### config.mk
export PLATFORM = sky130hd
export DESIGN_NAME = mmio_bridge_mc_flat
export DESIGN_NICKNAME = d
export VERILOG_FILES = /design/src/rtl/mmio_bridge_mc_pkg.sv /design/src/rtl/mmio_bridge_mc_if.sv /design/src/rtl/mmio_bridge_mc_addr_dec.sv /design/src/rtl/mmio_bridge_mc.sv /design/src/flat_wrapper.sv
export SDC_FILE = /design/constraint.sdc
export NUM_CORES = 1
export LEC_CHECK = 0
export ABC_CLOCK_PERIOD_IN_PS = 4150
export BUFFER_PORTS_ARGS = -buffer_cell sky130_fd_sc_hd__buf_2
export CAP_MARGIN = 0
export CORE_AREA = 2 2 120 122
export CTS_CLUSTER_DIAMETER = 50
export DETAILED_ROUTE_END_ITERATION = 8
export DIE_AREA = 0 0 122 124
export PLACE_DENSITY = 0.82
export SLEW_MARGIN = 10
export SYNTH_ARGS = -nofsm -noshare
export SYNTH_HDL_FRONTEND = slang
export SYNTH_SLANG_ARGS = --single-unit
### constraint.sdc
create_clock -name clk -period 4.15 [get_ports clk]
set_input_delay 0.83 -clock clk [delete_from_list [all_inputs] [get_ports clk]]
set_output_delay 0.83 -clock clk [all_outputs]
set_load 0.005 [all_outputs]
### src/rtl/mmio_bridge_mc_pkg.sv
// Shared definitions for the MMIO bridge: FSM states, error codes and
// width helpers used by the bridge top and its address decoder.
package mmio_bridge_mc_pkg;

   // Transaction FSM: idle, device access in flight, response pulse.
   typedef enum logic [1:0] {
      ST_IDLE   = 2'd0,
      ST_ACCESS = 2'd1,
      ST_RESP   = 2'd2
   } bridge_state_e;

   // Reason a transaction completed; anything but ERR_NONE raises pr_err.
   localparam logic [1:0] ERR_NONE     = 2'd0;
   localparam logic [1:0] ERR_UNMAPPED = 2'd1;
   localparam logic [1:0] ERR_MISALIGN = 2'd2;
   localparam logic [1:0] ERR_TIMEOUT  = 2'd3;

   // Ceiling log2, constant-foldable for parameter arithmetic.
   function automatic int clog2(input int value);
      int r;
      r = 0;
      while ((1 << r) < value) r++;
      return r;
   endfunction

   // Device index width; never zero so a single window still has a field.
   function automatic int idx_width(input int num_dev);
      return (num_dev > 1) ? clog2(num_dev) : 1;
   endfunction

endpackage

### src/rtl/mmio_bridge_mc_if.sv
// CPU-side and device-side signal bundle of the MMIO bridge.
// The bridge uses the slave view; the CPU/device environment uses master.
interface mmio_bridge_mc_if
   import mmio_bridge_mc_pkg::*;
#(
   parameter int NUM_DEV = 4,
   parameter int ADDR_W  = 32,
   parameter int DATA_W  = 32
);
   logic                      pr_req;
   logic                      pr_we;
   logic [ADDR_W-1:0]         pr_addr;
   logic [DATA_W-1:0]         pr_wd;
   logic                      pr_busy;
   logic                      pr_ready;
   logic                      pr_err;
   logic [DATA_W-1:0]         pr_rd;
   logic [NUM_DEV-1:0]        dev_sel;
   logic                      dev_we;
   logic [ADDR_W-1:0]         dev_addr;
   logic [DATA_W-1:0]         dev_wd;
   logic [NUM_DEV-1:0]        dev_ack;
   logic [NUM_DEV*DATA_W-1:0] dev_rd;
   logic [NUM_DEV-1:0]        dev_irq;
   logic [NUM_DEV-1:0]        irq_out;

   modport slave (
      input  pr_req, pr_we, pr_addr, pr_wd, dev_ack, dev_rd, dev_irq,
      output pr_busy, pr_ready, pr_err, pr_rd, dev_sel, dev_we, dev_addr, dev_wd, irq_out
   );

   modport master (
      output pr_req, pr_we, pr_addr, pr_wd, dev_ack, dev_rd, dev_irq,
      input  pr_busy, pr_ready, pr_err, pr_rd, dev_sel, dev_we, dev_addr, dev_wd, irq_out
   );
endinterface

### src/rtl/mmio_bridge_mc_addr_dec.sv
// Combinational window decoder: maps a CPU byte address onto one of
// NUM_DEV equally spaced windows. Lowest index wins if windows overlap.
module mmio_addr_dec
   import mmio_bridge_mc_pkg::*;
#(
   parameter int          NUM_DEV    = 4,
   parameter int          ADDR_W     = 32,
   parameter logic [31:0] BASE_ADDR  = 32'h7F00,
   parameter logic [31:0] DEV_STRIDE = 32'h10,
   parameter logic [31:0] DEV_SPAN   = 32'hC,
   localparam int         IDX_W      = idx_width(NUM_DEV)
)(
   input  logic [ADDR_W-1:0]  addr,
   output logic               hit,
   output logic [IDX_W-1:0]   idx,
   output logic [NUM_DEV-1:0] sel
);
   localparam logic [ADDR_W-1:0] BASE_A   = ADDR_W'(BASE_ADDR);
   localparam logic [ADDR_W-1:0] STRIDE_A = ADDR_W'(DEV_STRIDE);
   localparam logic [ADDR_W-1:0] SPAN_A   = ADDR_W'(DEV_SPAN);

   logic [ADDR_W-1:0] off;
   logic [ADDR_W-1:0] lo;

   // Scan windows high to low so the lowest matching index is kept.
   always_comb begin
      off = addr - BASE_A;
      lo  = '0;
      hit = 1'b0;
      idx = '0;
      for (int i = NUM_DEV - 1; i >= 0; i--) begin
         lo = STRIDE_A * ADDR_W'(i);
         if ((addr >= BASE_A) && (off >= lo) && (off < lo + SPAN_A)) begin
            hit = 1'b1;
            idx = IDX_W'(i);
         end
      end
      sel = '0;
      if (hit) sel[idx] = 1'b1;
   end
endmodule

### src/rtl/mmio_bridge_mc.sv
// MMIO bridge between the CPU memory stage and NUM_DEV device windows.
// One registered transaction per request; unmapped, misaligned or
// timed-out accesses complete with pr_err. Define BRIDGE_IRQ_EN to
// register dev_irq onto irq_out; otherwise irq_out is tied low.
module mmio_bridge_mc
   import mmio_bridge_mc_pkg::*;
#(
   parameter int          NUM_DEV    = 4,
   parameter int          ADDR_W     = 32,
   parameter int          DATA_W     = 32,
   parameter logic [31:0] BASE_ADDR  = 32'h7F00,
   parameter logic [31:0] DEV_STRIDE = 32'h10,
   parameter logic [31:0] DEV_SPAN   = 32'hC,
   parameter int          TIMEOUT    = 15
)(
   input logic             clk,
   input logic             reset_n,
   mmio_bridge_mc_if.slave bus
);
   localparam int               IDX_W    = idx_width(NUM_DEV);
   localparam int               CNT_W    = clog2(TIMEOUT + 1);
   localparam logic [CNT_W-1:0] CNT_LAST = CNT_W'(TIMEOUT - 1);

   if (DEV_SPAN > DEV_STRIDE) begin : g_chk_span
      $error("mmio_bridge_mc: DEV_SPAN must not exceed DEV_STRIDE");
   end
   if ((NUM_DEV < 1) || (NUM_DEV > 8)) begin : g_chk_ndev
      $error("mmio_bridge_mc: NUM_DEV must be 1..8");
   end
   if (TIMEOUT < 1) begin : g_chk_tmo
      $error("mmio_bridge_mc: TIMEOUT must be at least 1");
   end

   logic               dec_hit;
   logic [IDX_W-1:0]   dec_idx;
   logic [NUM_DEV-1:0] dec_sel;

   mmio_addr_dec #(
      .NUM_DEV    (NUM_DEV),
      .ADDR_W     (ADDR_W),
      .BASE_ADDR  (BASE_ADDR),
      .DEV_STRIDE (DEV_STRIDE),
      .DEV_SPAN   (DEV_SPAN)
   ) u_dec (
      .addr (bus.pr_addr),
      .hit  (dec_hit),
      .idx  (dec_idx),
      .sel  (dec_sel)
   );

   bridge_state_e      state_q, state_d;
   logic [ADDR_W-1:0]  addr_q, addr_d;
   logic [DATA_W-1:0]  wd_q, wd_d;
   logic               we_q, we_d;
   logic [IDX_W-1:0]   idx_q, idx_d;
   logic [NUM_DEV-1:0] sel_q, sel_d;
   logic               dev_we_q, dev_we_d;
   logic [CNT_W-1:0]   cnt_q, cnt_d;
   logic [1:0]         code_q, code_d;
   logic [DATA_W-1:0]  rdata_q, rdata_d;
   logic               ready_q, ready_d;
   logic               err_q, err_d;
   logic [DATA_W-1:0]  rd_q, rd_d;
   logic               busy_q, busy_d;
   logic               ack_hit;
   logic [DATA_W-1:0]  rd_sel;

   // Only the selected device's ack counts; stray acks are masked out.
   assign ack_hit = |(bus.dev_ack & sel_q);

   // Pick the read-data slice of the device being accessed.
   always_comb begin
      rd_sel = '0;
      for (int i = 0; i < NUM_DEV; i++) begin
         if (idx_q == IDX_W'(i)) rd_sel = bus.dev_rd[i*DATA_W +: DATA_W];
      end
   end

   // Next-state and next-output logic for the transaction FSM.
   always_comb begin
      state_d  = state_q;
      addr_d   = addr_q;
      wd_d     = wd_q;
      we_d     = we_q;
      idx_d    = idx_q;
      sel_d    = sel_q;
      dev_we_d = dev_we_q;
      cnt_d    = cnt_q;
      code_d   = code_q;
      rdata_d  = rdata_q;
      ready_d  = 1'b0;
      err_d    = 1'b0;
      rd_d     = '0;
      unique case (state_q)
         ST_IDLE: begin
            if (bus.pr_req) begin
               addr_d  = bus.pr_addr;
               wd_d    = bus.pr_wd;
               we_d    = bus.pr_we;
               idx_d   = dec_idx;
               cnt_d   = '0;
               rdata_d = '0;
               if (!dec_hit) begin
                  code_d  = ERR_UNMAPPED;
                  state_d = ST_RESP;
               end else if (bus.pr_addr[1:0] != 2'b00) begin
                  code_d  = ERR_MISALIGN;
                  state_d = ST_RESP;
               end else begin
                  code_d   = ERR_NONE;
                  sel_d    = dec_sel;
                  dev_we_d = bus.pr_we;
                  state_d  = ST_ACCESS;
               end
            end
         end
         ST_ACCESS: begin
            if (ack_hit) begin
               code_d   = ERR_NONE;
               rdata_d  = we_q ? '0 : rd_sel;
               sel_d    = '0;
               dev_we_d = 1'b0;
               state_d  = ST_RESP;
            end else if (cnt_q == CNT_LAST) begin
               code_d   = ERR_TIMEOUT;
               rdata_d  = '0;
               sel_d    = '0;
               dev_we_d = 1'b0;
               state_d  = ST_RESP;
            end else begin
               cnt_d = cnt_q + 1'b1;
            end
         end
         ST_RESP: begin
            ready_d  = 1'b1;
            err_d    = (code_q != ERR_NONE);
            rd_d     = rdata_q;
            sel_d    = '0;
            dev_we_d = 1'b0;
            state_d  = ST_IDLE;
         end
         default: begin
            sel_d    = '0;
            dev_we_d = 1'b0;
            state_d  = ST_IDLE;
         end
      endcase
      busy_d = (state_d != ST_IDLE);
   end

   // State and registered outputs; reset drops any in-flight transaction.
   always_ff @(posedge clk or negedge reset_n) begin
      if (!reset_n) begin
         state_q  <= ST_IDLE;
         addr_q   <= '0;
         wd_q     <= '0;
         we_q     <= 1'b0;
         idx_q    <= '0;
         sel_q    <= '0;
         dev_we_q <= 1'b0;
         cnt_q    <= '0;
         code_q   <= ERR_NONE;
         rdata_q  <= '0;
         ready_q  <= 1'b0;
         err_q    <= 1'b0;
         rd_q     <= '0;
         busy_q   <= 1'b0;
      end else begin
         state_q  <= state_d;
         addr_q   <= addr_d;
         wd_q     <= wd_d;
         we_q     <= we_d;
         idx_q    <= idx_d;
         sel_q    <= sel_d;
         dev_we_q <= dev_we_d;
         cnt_q    <= cnt_d;
         code_q   <= code_d;
         rdata_q  <= rdata_d;
         ready_q  <= ready_d;
         err_q    <= err_d;
         rd_q     <= rd_d;
         busy_q   <= busy_d;
      end
   end

   assign bus.pr_busy  = busy_q;
   assign bus.pr_ready = ready_q;
   assign bus.pr_err   = err_q;
   assign bus.pr_rd    = rd_q;
   assign bus.dev_sel  = sel_q;
   assign bus.dev_we   = dev_we_q;
   assign bus.dev_addr = addr_q;
   assign bus.dev_wd   = wd_q;

`ifdef BRIDGE_IRQ_EN
   logic [NUM_DEV-1:0] irq_q, irq_d;
   assign irq_d = bus.dev_irq;

   // One-flop registration of the device interrupt lines.
   always_ff @(posedge clk or negedge reset_n) begin
      if (!reset_n) irq_q <= '0;
      else          irq_q <= irq_d;
   end

   assign bus.irq_out = irq_q;
`else
   assign bus.irq_out = '0;
`endif

endmodule

### src/flat_wrapper.sv
// flat-port wrapper written by rule: the top's interface ports become plain ports
module mmio_bridge_mc_flat import mmio_bridge_mc_pkg::*;
#(
   parameter int          NUM_DEV    = 4,
   parameter int          ADDR_W     = 32,
   parameter int          DATA_W     = 32,
   parameter logic [31:0] BASE_ADDR  = 32'h7F00,
   parameter logic [31:0] DEV_STRIDE = 32'h10,
   parameter logic [31:0] DEV_SPAN   = 32'hC,
   parameter int          TIMEOUT    = 15
)
  (clk, reset_n, bus_pr_req, bus_pr_we, bus_pr_addr, bus_pr_wd, bus_dev_ack, bus_dev_rd, bus_dev_irq, bus_pr_busy, bus_pr_ready, bus_pr_err, bus_pr_rd, bus_dev_sel, bus_dev_we, bus_dev_addr, bus_dev_wd, bus_irq_out);
  mmio_bridge_mc_if #(.NUM_DEV(NUM_DEV), .ADDR_W(ADDR_W), .DATA_W(DATA_W)) bus_i ();
  input logic clk;
  input logic reset_n;
  input wire logic [$bits(bus_i.pr_req)-1:0] bus_pr_req;
  input wire logic [$bits(bus_i.pr_we)-1:0] bus_pr_we;
  input wire logic [$bits(bus_i.pr_addr)-1:0] bus_pr_addr;
  input wire logic [$bits(bus_i.pr_wd)-1:0] bus_pr_wd;
  input wire logic [$bits(bus_i.dev_ack)-1:0] bus_dev_ack;
  input wire logic [$bits(bus_i.dev_rd)-1:0] bus_dev_rd;
  input wire logic [$bits(bus_i.dev_irq)-1:0] bus_dev_irq;
  output wire logic [$bits(bus_i.pr_busy)-1:0] bus_pr_busy;
  output wire logic [$bits(bus_i.pr_ready)-1:0] bus_pr_ready;
  output wire logic [$bits(bus_i.pr_err)-1:0] bus_pr_err;
  output wire logic [$bits(bus_i.pr_rd)-1:0] bus_pr_rd;
  output wire logic [$bits(bus_i.dev_sel)-1:0] bus_dev_sel;
  output wire logic [$bits(bus_i.dev_we)-1:0] bus_dev_we;
  output wire logic [$bits(bus_i.dev_addr)-1:0] bus_dev_addr;
  output wire logic [$bits(bus_i.dev_wd)-1:0] bus_dev_wd;
  output wire logic [$bits(bus_i.irq_out)-1:0] bus_irq_out;
  assign bus_i.pr_req = bus_pr_req;
  assign bus_i.pr_we = bus_pr_we;
  assign bus_i.pr_addr = bus_pr_addr;
  assign bus_i.pr_wd = bus_pr_wd;
  assign bus_i.dev_ack = bus_dev_ack;
  assign bus_i.dev_rd = bus_dev_rd;
  assign bus_i.dev_irq = bus_dev_irq;
  assign bus_pr_busy = bus_i.pr_busy;
  assign bus_pr_ready = bus_i.pr_ready;
  assign bus_pr_err = bus_i.pr_err;
  assign bus_pr_rd = bus_i.pr_rd;
  assign bus_dev_sel = bus_i.dev_sel;
  assign bus_dev_we = bus_i.dev_we;
  assign bus_dev_addr = bus_i.dev_addr;
  assign bus_dev_wd = bus_i.dev_wd;
  assign bus_irq_out = bus_i.irq_out;
  mmio_bridge_mc #(.NUM_DEV(NUM_DEV), .ADDR_W(ADDR_W), .DATA_W(DATA_W), .BASE_ADDR(BASE_ADDR), .DEV_STRIDE(DEV_STRIDE), .DEV_SPAN(DEV_SPAN), .TIMEOUT(TIMEOUT)) u_core (.clk(clk), .reset_n(reset_n), .bus(bus_i));
endmodule
# After elaboration in Yosys (flattened, before gate mapping)
# Cells that the tools add are included.
# totals
regBits	147
input_bits	204
output_inout_bits	108
word_cells	110
# classes
addsub	2
order_cmp	11
n_eq_ne	12
mux	50
bitwise_logic	1
reduce_logical	20
# op_table
op	count
32-bit two-way mux	9
32-bit by 6-bit greater-or-equal comparator with 1-bit output, second input constant	2
32-bit by 6-bit < comparator with 1-bit output, second input constant	2
32-bit case mux with 2 select lines	1
32-bit by 1-bit greater-or-equal comparator with 1-bit output, second input constant	1
32-bit by 15-bit greater-or-equal comparator with 1-bit output, second input constant	1
32-bit by 5-bit greater-or-equal comparator with 1-bit output, second input constant	1
32-bit by 4-bit < comparator with 1-bit output, second input constant	1
32-bit by 5-bit < comparator with 1-bit output, second input constant	1
4-bit two-way mux	8
32-bit by 15-bit subtractor with 32-bit output, second input constant	1
2-bit two-way mux	14
4-bit case mux with 2 select lines	2
1-bit two-way mux	12
1-bit logical AND	9
2-bit inequality test, second input constant	4
2-bit case mux with 2 select lines	2
4-bit AND reduction	2
2-bit nonzero test	4
2-bit equality test, second input constant	3
4-bit by 1-bit adder with 4-bit output, second input constant	1
4-bit bitwise AND	1
2-bit by 1-bit equality test with 1-bit output, second input constant	2
4-bit equality test, second input constant	1
10 further kinds	11

# Logic depth before layout (Yosys ltp)
# Gate-level depths: netlist of the first run.
# depth
depth_word	16
mapped_depth	8
ltp_nobuf	8

# Cells and area by module
# Synthesis of the first run repeated with hierarchy kept, for this count alone.
# hier_totals
cells_unflattened	641
hier_area_um2	6750.2
# modules_own_cells
mod	n_inst	cells_each	area_per_inst_um2	seq_area_each_um2
mmio_bridge_mc	1	602	6486.2	3678.5
mmio_addr_dec	1	39	264.0	0.0

# Least setup slack after synthesis of the first run
# Ideal clock, no wire load.
# synth_path
path_type	in2reg
startpoint	input bus_pr_addr[22]
endpoint	register u_core.code_q[0]
setup_ps	123
arrival_time_ps	2130
required_time_ps	4027
setup_slack_ps	1897
cell_stages	5
path_buffers	0
path_cell_list	or4_4 -> nor4_2 -> nand4_1 -> nand3b_4 -> o221a_1
# synth_between
elab_chain_cells	11
word_cells_on_any_way	25
classes_between	add/sub: 1; order compare: 9; mux: 7; reduce/logical: 8
# synth_lines
item	line	source
start, declared	flat_wrapper.sv:18	input wire logic [$bits(bus_i.pr_addr)-1:0] bus_pr_addr;
32-bit by 15-bit subtractor with 32-bit output	mmio_bridge_mc_addr_dec.sv:27	off = addr - BASE_A;
32-bit by 6-bit greater-or-equal comparator with 1-bit output	mmio_bridge_mc_addr_dec.sv:33	if ((addr >= BASE_A) && (off >= lo) && (off < lo + SPAN_A)) begin
1-bit logical AND (2 in a row)	mmio_bridge_mc_addr_dec.sv:33	
1-bit two-way mux (3 in a row)	mmio_bridge_mc_addr_dec.sv:33	
1-bit two-way mux *	mmio_bridge_mc_addr_dec.sv:33	
2-bit two-way mux *	mmio_bridge_mc.sv:103	if (!dec_hit) begin
2-bit two-way mux *	mmio_bridge_mc.sv:96	if (bus.pr_req) begin
2-bit case mux with 2 select lines *	mmio_bridge_mc.sv:94	unique case (state_q)
end signal, assigned	mmio_bridge_mc.sv:177	code_q <= code_d;
end, declared	mmio_bridge_mc.sv:59	logic [1:0] code_q, code_d;
# Mark *: on every way between the ends. The rest lies on a longest branch, timed or not. The select of a mux whose other input is x is not followed.
# A chain may end at the register's enable or synchronous reset.

# Final worst setup path of the first run
# layout_path
startpoint	input bus_dev_ack[0]
endpoint	register u_core.rdata_q[17]
# layout_between
elab_chain_cells	4
word_cells_on_any_way	6
classes_between	eq/ne: 1; mux: 2; bitwise: 1; reduce/logical: 2
# layout_lines
item	line	source
start, declared	flat_wrapper.sv:20	input wire logic [$bits(bus_i.dev_ack)-1:0] bus_dev_ack;
4-bit bitwise AND *	mmio_bridge_mc.sv:69	assign ack_hit = |(bus.dev_ack & sel_q);
4-bit OR reduction *	mmio_bridge_mc.sv:69	
3-bit by 1-bit inequality test with 1-bit output (no source line) or 32-bit two-way mux (tied branches)	-	
3-bit AND reduction (no source line) or 32-bit case mux with 2 select lines (tied branches)	-	
end signal, assigned	mmio_bridge_mc.sv:178	rdata_q <= rdata_d;
end, declared	mmio_bridge_mc.sv:60	logic [DATA_W-1:0] rdata_q, rdata_d;
# Mark *: on every way between the ends. The rest lies on a longest branch, timed or not.

==> results of run 1 <==
[per-stage QoR]
stage / total power [uW] / instances / setup WS [ns] / instance area [sq um] / hold WS, ns
5_1_grt: 3734 / 1056 / 1.597 / 8675 / 0.4852
2_1_floorplan: 1738 / 569 / 1.897 / 6375 / 0.4472
3_3_place_gp: 1979 / 1024 / 1.367 / 8050 / 0.4538
3_5_place_dp: 1993 / 1024 / 1.296 / 8050 / 0.4562
4_1_cts: 3614 / 1056 / 1.721 / 8675 / 0.4714
6_report: 3570 / 1056 / 1.729 / 8675 / 0.4533
[worst max-delay path: cells and delay by family]
family	cells	cell delay, ns
and+or+nand+nor	1	0.31
buffers and inverters	2	0.45
AOI/OAI and AO/OA	3	1.17
[layer usage]
metal  wire length (um)  track usage, %  vias to the layer above  share of wire, %
met5                  0               0                        -                 0
met4                323           9.267                        0               1.9
met3               1217           6.227                       24               7.0
met2               8902           40.82                      203                51
met1               7013           28.28                     2642                40
li1                   -               -                     2520                 -
[area by class of cell]
type,count,area share (%)
clock buffers,19,5.106
clock inverters,13,2.091
inverters,2,0.08654
multi-input cells,384,29.45
flip-flops and latches,147,42.42
well taps,180,2.596
repair buffers,311,18.25
[power by group through the flow]
stage / clock, uW / sequential, uW / combinational [uW]
4_1_cts: 1640 / 1560 / 407
3_5_place_dp: 0 / 1590 / 407
3_3_place_gp: 0 / 1590 / 394
5_1_grt: 1710 / 1570 / 448
2_1_floorplan: 0 / 1590 / 143
6_report: 1610 / 1560 / 398
[cell families (layout without fill, tap and decap cells)]
kind of cell / after synthesis / in the layout / share of synthesized area, %
xor gates and xnor gates: 2 / 2 / 0.2753
buffers and inverters: 38 / 345 / 2.635
and+or+nand+nor: 287 / 287 / 20.31
muxes: 33 / 33 / 11.48
AOI/OAI and AO/OA: 56 / 56 / 7.039
DFF: 147 / 147 / 57.81
adders and majority gates: 2 / 2 / 0.3932
other: 1 / 4 / 0.05893
[worst min path at each step]
stage / start / endpoint / slack (ns) / cells past startpoint
3_3_place_gp: u_core.bus.dev_wd[23] / u_core.bus.dev_wd[23] / 0.45 / 2
6_report: reset_n / u_core.rdata_q[8] / 0.45 / 1
3_5_place_dp: u_core.bus.dev_addr[24] / u_core.bus.dev_addr[24] / 0.46 / 2
5_1_grt: u_core.bus.dev_addr[1] / u_core.bus.dev_addr[1] / 0.49 / 2
2_1_floorplan: u_core.we_q / u_core.we_q / 0.45 / 2
4_1_cts: u_core.bus.dev_wd[6] / u_core.bus.dev_wd[6] / 0.47 / 2
[flip-flops by register name, summed over array words and instances (netlist names)]
| register | flops |
|---|---|
| u_core.bus.dev_addr | 32 |
| u_core.bus.dev_sel | 4 |
| u_core.bus.dev_wd | 32 |
| u_core.bus.dev_we | 1 |
| u_core.bus.pr_busy | 1 |
| u_core.bus.pr_err | 1 |
| u_core.bus.pr_rd | 32 |
| u_core.bus.pr_ready | 1 |
| u_core.cnt_q | 4 |
| u_core.code_q | 2 |
| u_core.idx_q | 2 |
| u_core.rdata_q | 32 |
| u_core.state_q | 2 |
| u_core.we_q | 1 |
[placed cells by master (no fill, tap or decap), types with 2 or more instances in the layout]
cell        count
buf_2         302
nor2b_1         2
buf_4           8
dfrtp_1       146
clkbuf_16      17
and2_1         32
nor2_1          7
nand2_1       206
nor4_1          3
a22o_1         32
inv_1           2
bufinv_16       4
nand4_1         5
xor2_1          2
clkinv_2        4
mux4_2         32
nor3_1          5
inv_6           2
conb_1          4
a22oi_1         2
clkinvlp_4      2
ha_1            2
o21a_1          2
o21ai_0         6
a21oi_1         2
o21ai_1         5
nand3_1        11
or4_1           2
==> flow_metrics.tcl, run 1 <==
set metrics [dict create \
    cts_max_path_buffers 2 \
    critPathSlowestCell "a21oi_4" \
    ys.flop_type "dfrtp_1" \
    grt_pass1_vias 5493 \
    cts.sinks 147 \
    yosysWarnings 0 \
    grtUsageTotal_pct 23.60 \
    drt-initial-drc-count 325 \
    cts-root-buf "clkbuf_16" \
    num_rows 43 \
    hold_path.class "primary input to asynchronous set/reset pin" \
    postCtsHoldBufs 0 \
    seqPwrFrac_pct 43.8 \
    fp.dieW_um 122 \
    synth_cell_types 43 \
    ioPinCount 312 \
    drv_cap 0 \
    worstSetupEndpoint "u_core.rdata_q[17]" \
    slowest_delay_ns 0.52 \
    post_cts_buffers 0 \
    antennaDiodeCount 0 \
    rr_endpoint "u_core.rdata_q[17]" \
    die_area_sq_um 15130 \
    h-tree-depth 4 \
    die_y_um 124 \
    fin_nets 1069 \
    slew_violations 0 \
    route.detailed.drc 0 \
    globalplace.congestion 0.7834 \
    cts_buffers 17 \
    fin_util_pct 63.23 \
    peakVddDrop_mv 0.2698 \
    r2r-start "u_core.bus.dev_sel[0]" \
    clock_skew_ns 0.01126 \
    worst-setup-path-type "primary input to flop" \
    startpoint "bus_dev_ack[0]" \
    synth_most_common_cell "nand2_1" \
    r2r_cells 5 \
    rsz0062_at_grt "no" \
    synth-seq-cells 147 \
    grt_max_degree 92 \
    ys_seq_area_share_pct 57.81 \
    numPortBuffers 303 \
    path_max_fanout 20 \
    drive_above_1_share_pct 44.18 \
    wl_per_cell_um 16.53 \
    hold_violations 0 \
    yosysTopAreaCellShare_pct 57.81 \
    initial_core_util_pct 46.38 \
    antenna_found_initial 0 \
    async_reset_ff_share_pct 100.0 \
    worstPathArrival_ns 2.76 \
    dp_hpwl_um 12790 \
    grt-ovfl-total 0 \
    via_count 5389 \
    finalWirelength_um 17460 \
    intPower_uw 2729 \
    finalSetupViolations 0 \
    synthTopCellsByCount "207 x nand2_1, 147 x dfrtp_1, 33 x and2_1" \
    first_pass_iters 4 \
    syn_avg_cell_area_sq_um 11.24 \
    core_sq_um 13720 \
    clk_pin_slew_worst_paths_ns 0.06 \
    cp.required_ns 4.49 \
    worst_pin_slew_ns 1.101 \
    synth_area_leaders "dfrtp_1 58%, nand2_1 12%, mux4_2 11%" \
    p_sw_share_pct 23.57 \
    status "complete, no violations" \
    cts_tree "built" \
    synth.cell_area_sq_um 6364 \
    period_needed_ns 2.421 \
    leakagePower_uw 0.004691 \
    combPwrFrac_pct 11.2 \
    switchingPower_uw 841.7 \
    ff2ff_setup_slack_ns 1.81 \
    tns_ns 0 \
    pwr-share-clk_pct 45.0 \
    multi_input_area_sq_um 2555 \
    postRouteAntennaNets 0 \
    clock_latency_ns 0.41 \
    max_freq_mhz 413.1 \
    seq_area_sq_um 3680 \
    synth_edf_count 0 \
    worstPathCellList "buf_2 -> a22oi_1 -> nand3_1 -> a21oi_4 -> buf_4 -> a22o_1" \
    power.density_nw_per_um2 411.6 \
    post_cts_resize_count 0 \
    syn_to_final_growth_pct 36.32 \
    final.period_utilization_pct 58.33 \
    nFillCells 1131 \
    startpoint_type "primary input" \
    synth_largest_area_cell "dfrtp_1" \
    syn_inst 566 \
    maxSlewHeadroom_pct 26.63 \
    viasPerCell 5.103 \
    grt_pass1_wl_um 27170 \
    endpoint_kind "flop" \
]
Power figures use the tool's default switching activity.
==> run 2: changes to the inputs <==
--- a/config.mk
+++ b/config.mk
@@ -5,14 +5,14 @@
 export SDC_FILE = /design/constraint.sdc
 export NUM_CORES = 1
 export LEC_CHECK = 0
-export ABC_CLOCK_PERIOD_IN_PS = 4150
+export ABC_CLOCK_PERIOD_IN_PS = 2130
 export BUFFER_PORTS_ARGS = -buffer_cell sky130_fd_sc_hd__buf_2
 export CAP_MARGIN = 0
-export CORE_AREA = 2 2 120 122
+export CORE_AREA = 2 2 146 112
 export CTS_CLUSTER_DIAMETER = 50
 export DETAILED_ROUTE_END_ITERATION = 8
-export DIE_AREA = 0 0 122 124
-export PLACE_DENSITY = 0.82
+export DIE_AREA = 0 0 148 114
+export PLACE_DENSITY = 0.78
 export SLEW_MARGIN = 10
 export SYNTH_ARGS = -nofsm -noshare
 export SYNTH_HDL_FRONTEND = slang
==> constraint.sdc (replaced) <==
create_clock -name clk -period 2.13 [get_ports clk]
set_input_delay 0.426 -clock clk [delete_from_list [all_inputs] [get_ports clk]]
set_output_delay 0.426 -clock clk [all_outputs]
set_load 0.005 [all_outputs]
==> flow_metrics.tcl, run 2 (synthesized netlist as in run 1, its figures left out) <==
set metrics [dict create \
    slew_violations 0 \
    cts_max_path_buffers 2 \
    grt-ovfl-total 0 \
    post_cts_resize_count 0 \
    p_total_uw 6927 \
    grt_pass1_wl_um 27200 \
    pre_cts_ws_ns 0.03105 \
    syn_to_final_growth_pct 38.75 \
    r2r-start "u_core.bus.dev_sel[2]" \
    tns_ns 0 \
    cts.sinks 147 \
    antenna_found_initial 0 \
    postRouteAntennaNets 0 \
    hold_violations 0 \
    final.period_utilization_pct 86.74 \
    fp.dieW_um 148 \
    max_freq_mhz 541.3 \
    wl_per_cell_um 15.68 \
    route.detailed.drc 0 \
    drv_cap 0 \
    worst_slack_ns 0.2825 \
    core_sq_um 15620 \
    grtUsageMet3_pct 5.840 \
    numPortBuffers 303 \
    grt_max_degree 69 \
    startpoint "u_core.bus.dev_sel[2]" \
    viasPerCell 4.898 \
    grt_most_used_layer "met2" \
    status "complete, no violations" \
    grt_use_met1_pct 27.34 \
    grt_use_met2_pct 33.24 \
    hold_path.class "primary input to flop" \
    via_count 5363 \
    layoutNonFillerInstCount 1095 \
    cp.required_ns 2.46 \
    layout_commonest_cell "buf_2" \
    dp_cells 1061 \
    die_y_um 114 \
    clock_skew_ns 0.01031 \
    dp_hpwl_um 12520 \
    worst-setup-path-type "flop to flop" \
    min-delay-start "bus_pr_wd[2]" \
    rsz0062_at_grt "no" \
    h-tree-depth 4 \
    leakagePower_uw 0.004739 \
    num_rows 40 \
    grt_pass1_vias 5386 \
    cts_tree "built" \
    cts_buffers 17 \
    cts-root-buf "clkbuf_16" \
    clock_latency_ns 0.41 \
    drive_above_1_share_pct 44.68 \
    path_max_fanout 5 \
    ioPinCount 312 \
    holdWs_ns 0.1999 \
    power.density_nw_per_um2 784.5 \
    worst_pin_slew_ns 0.5282 \
    worstPathArrival_ns 2.18 \
    clk_pin_slew_worst_paths_ns 0.06 \
    fin_nets 1077 \
    period_needed_ns 1.847 \
    finalSetupViolations 0 \
    peakVddDrop_mv 0.4734 \
    startpoint_type "flop" \
    grtUsageTotal_pct 20.62 \
    first_pass_iters 4 \
    endpoint_kind "flop" \
    maxSlewHeadroom_pct 64.71 \
    drt-initial-drc-count 278 \
    initial_core_util_pct 40.75 \
    die_area_sq_um 16870 \
    finalWirelength_um 17180 \
    final_cell_mix "302 x buf_2, 206 x nand2_1, 146 x dfrtp_1" \
    globalplace.congestion 0.7592 \
]
## run 2: worst paths after layout
kind / cells after the start / to / slack [ns]
min in group asynchronous: 2 / u_core.bus.pr_rd[13] / 0.50
max reg2reg: 5 / u_core.bus.dev_sel[2] / 0.28
max: 5 / u_core.bus.dev_sel[2] / 0.28
min reg2reg: 2 / u_core.bus.dev_wd[1] / 0.47
max in group asynchronous: 3 / u_core.bus.pr_err / 1.01
min: 3 / u_core.bus.dev_wd[2] / 0.20
## run 2: timing repair
action | CTS | global route
hold buffers | 1 | 0
endpoints found under the hold margin | 45 | 0
buffers inserted | 0 | 0
## run 2: per-layer routing
layer / vias to the layer above / part of all wire [%]
met5: - / 0
met4: 0 / 1.3
met3: 18 / 7.5
met2: 219 / 48
met1: 2585 / 44
li1: 2541 / -
## run 2: critical path: stages, from the launching register on
cell and delay, ns:
dfrtp_1 0.41, a22oi_1 0.34, nand3_1 0.30, a21oi_1 0.46, nand3_1 0.14, o21ai_1 0.12
## run 2: final cells by class
type                    instances  area (sq um)
multi-input cells             384          2555
fillers                      1358          6785
well taps                     210         262.8
flip-flops and latches        147          3680
repair buffers                319          1708
clock inverters                14         175.2
diodes                          1         2.502
inverters                       2         7.507
clock buffers                  18         439.2
## run 2: power by group
group	switching, uW	internal (uW)
Sequential	89.5	2960
Clock	1190	1890
Combinational	415	384
Total	1700	5230
## run 2: stage by stage
stage	utilization (%)	instance area [sq um]
6_report	56.55	8830
2_1_floorplan	-	6375
4_1_cts	56.53	8827
3_3_place_gp	52.53	8203
3_5_place_dp	52.53	8203
5_1_grt	56.53	8827
==> run 3: changes to the inputs <==
--- a/config.mk
+++ b/config.mk
@@ -8,11 +8,14 @@
 export ABC_CLOCK_PERIOD_IN_PS = 2130
 export BUFFER_PORTS_ARGS = -buffer_cell sky130_fd_sc_hd__buf_2
 export CAP_MARGIN = 0
-export CORE_AREA = 2 2 146 112
+export CELL_PAD_IN_SITES_DETAIL_PLACEMENT = 1
+export CELL_PAD_IN_SITES_GLOBAL_PLACEMENT = 1
+export CORE_AREA = 2 2 169 130
 export CTS_CLUSTER_DIAMETER = 50
 export DETAILED_ROUTE_END_ITERATION = 8
-export DIE_AREA = 0 0 148 114
-export PLACE_DENSITY = 0.78
+export DIE_AREA = 0 0 171 132
+export PLACE_DENSITY = 0.77
+export SETUP_SLACK_MARGIN = 0.5
 export SLEW_MARGIN = 10
 export SYNTH_ARGS = -nofsm -noshare
 export SYNTH_HDL_FRONTEND = slang
==> flow_metrics.tcl, run 3 (synthesized netlist as in run 1, its figures left out) <==
set metrics [dict create \
    min-delay-start "bus_pr_wd[7]" \
    hold_violations 0 \
    final_cell_mix "300 x buf_2, 206 x nand2_1, 145 x dfrtp_1" \
    globalplace.congestion 0.7899 \
    max_freq_mhz 618.2 \
    grt-ovfl-total 0 \
    critPathSlowestCell "or4_4" \
    final.period_utilization_pct 75.94 \
    grtUsageTotal_pct 18.02 \
    tns_ns 0 \
    min_to "u_core.bus.dev_wd[7]" \
    leakagePower_uw 0.004843 \
    cts-root-buf "clkbuf_16" \
    fin_nets 1094 \
    layout_commonest_cell "buf_2" \
    cts_max_path_buffers 2 \
    r2r_cells 9 \
    crit_family "simple AND/OR/NAND/NOR gates" \
    grt_pass1_wl_um 31760 \
    peakVddDrop_mv 0.4402 \
    grt_max_degree 65 \
    rsz0062_at_grt "yes" \
    critPathBufInv 1 \
    worstPathArrival_ns 1.92 \
    cts.sinks 147 \
    antenna_found_initial 1 \
    core_sq_um 20840 \
    drv_cap 0 \
    startpoint_type "primary input" \
    worstPathCellList "buf_8 -> or4_4 -> nor4_4 -> nand4_1 -> nand3b_4 -> o221a_1" \
    period_needed_ns 1.618 \
    status "complete, no violations" \
    via_count 5523 \
    dp_hpwl_um 14580 \
    wl_per_cell_um 16.84 \
    cts_tree "built" \
    rr_endpoint "u_core.code_q[1]" \
    drt-initial-drc-count 188 \
    ioPinCount 312 \
    num_rows 46 \
    final_cell_area_sq_um 9189 \
    min_path_cells 3 \
    numPortBuffers 303 \
    r2r-start "u_core.cnt_q[0]" \
    first_pass_iters 4 \
    power.density_nw_per_um2 738.7 \
    drive_above_1_share_pct 47.72 \
    postRouteAntennaNets 0 \
    finalWirelength_um 20040 \
    clk_pin_slew_worst_paths_ns 0.07 \
    clock_skew_ns 0.01250 \
    die_y_um 132 \
    fp.dieW_um 171 \
    slew_violations 0 \
    nFillCells 2404 \
    hold_path.class "primary input to flop" \
    die_area_sq_um 22570 \
    cts_buffers 17 \
    startpoint "bus_pr_addr[16]" \
    viasPerCell 4.641 \
    clock_latency_ns 0.42 \
    endpoint_kind "flop" \
    ff2ff_setup_slack_ns 0.54 \
    worst-setup-path-type "primary input to flop" \
    h-tree-depth 4 \
    path_max_fanout 7 \
    slowest_delay_ns 0.53 \
    cp.required_ns 2.43 \
    route.detailed.drc 0 \
    p_total_uw 6788 \
    syn_to_final_growth_pct 44.40 \
    grt_pass1_vias 6122 \
    placedInstanceArea_sq_um 8357 \
    initial_core_util_pct 30.54 \
    finalSetupViolations 0 \
]
==> run 3: changes by cell type in the layout (fill, tap and decap cells not counted), sizes merged <==
cell    change
buf        +17
bufinv      -2
clkbuf      +2
==> run 3: metal layers <==
metal	up-vias	track usage [%]	share of wire, %
li1	2588	-	-
met1	2721	21.16	41
met2	181	31.59	50
met3	33	4.833	6.6
met4	0	6.450	2.4
met5	-	0	0
==> run 3: cell type report <==
type	instances	area [sq um]	area share (%)
Multi-Input combinational cell	384	2669	29.04
Clock inverter	12	122.6	1.334
Antenna cell	1	2.502	0.02723
Sequential cell	147	3681	40.06
Inverter	2	7.507	0.08170
Timing Repair Buffer	336	1899	20.67
Clock buffer	20	446.7	4.861
Tap cell	288	360.3	3.922
==> run 3: how the worst max path moves through the flow <==
stage | to | slack, ns | cells after the start
final | u_core.code_q[0] | 0.51 | 6
after global routing | u_core.code_q[1] | 0.46 | 9
after CTS | u_core.rdata_q[11] | 0.48 | 7
after detailed placement | u_core.code_q[0] | 0.02 | 6
after global placement | u_core.code_q[0] | 0.04 | 6
after floorplan | u_core.code_q[0] | 0.30 | 5
==> run 3: what timing repair did <==
action,4_1_cts,5_1_grt
endpoints found under the hold margin,31,0
setup endpoints to repair,44,43
gates cloned,1,0
hold buffers,1,0
buffers inserted,8,6
pin swaps,7,5
gates resized for setup,16,13
==> run 3: power by group <==
part / switching [uW] / total (uW) / internal, uW
clock: 1220 / 2880 / 1660
combinational: 446 / 858 / 412
sequential: 89.8 / 3050 / 2960
==> run 3: worst reg2reg max path, stage by stage, from the launching register on <==
cell     delay, ns
dfrtp_1       0.38
inv_1         0.07
ha_1          0.18
nand3_2       0.13
nand3_4       0.12
a21oi_4       0.08
buf_4         0.15
buf_4         0.13
a21oi_2       0.15
o41ai_2       0.09
==> run 3: per-stage QoR <==
step	hold slack, ns	cells	setup WS [ns]	util [%]
after floorplan	0.1304	569	0.2980	-
after global placement	0.3498	1141	0.04434	40.11
after detailed placement	0.3551	1141	0.01502	40.11
after CTS	0.1778	1183	0.4754	43.64
after global routing	0.1815	1190	0.4594	44.10
final	0.1982	1190	0.5124	44.10
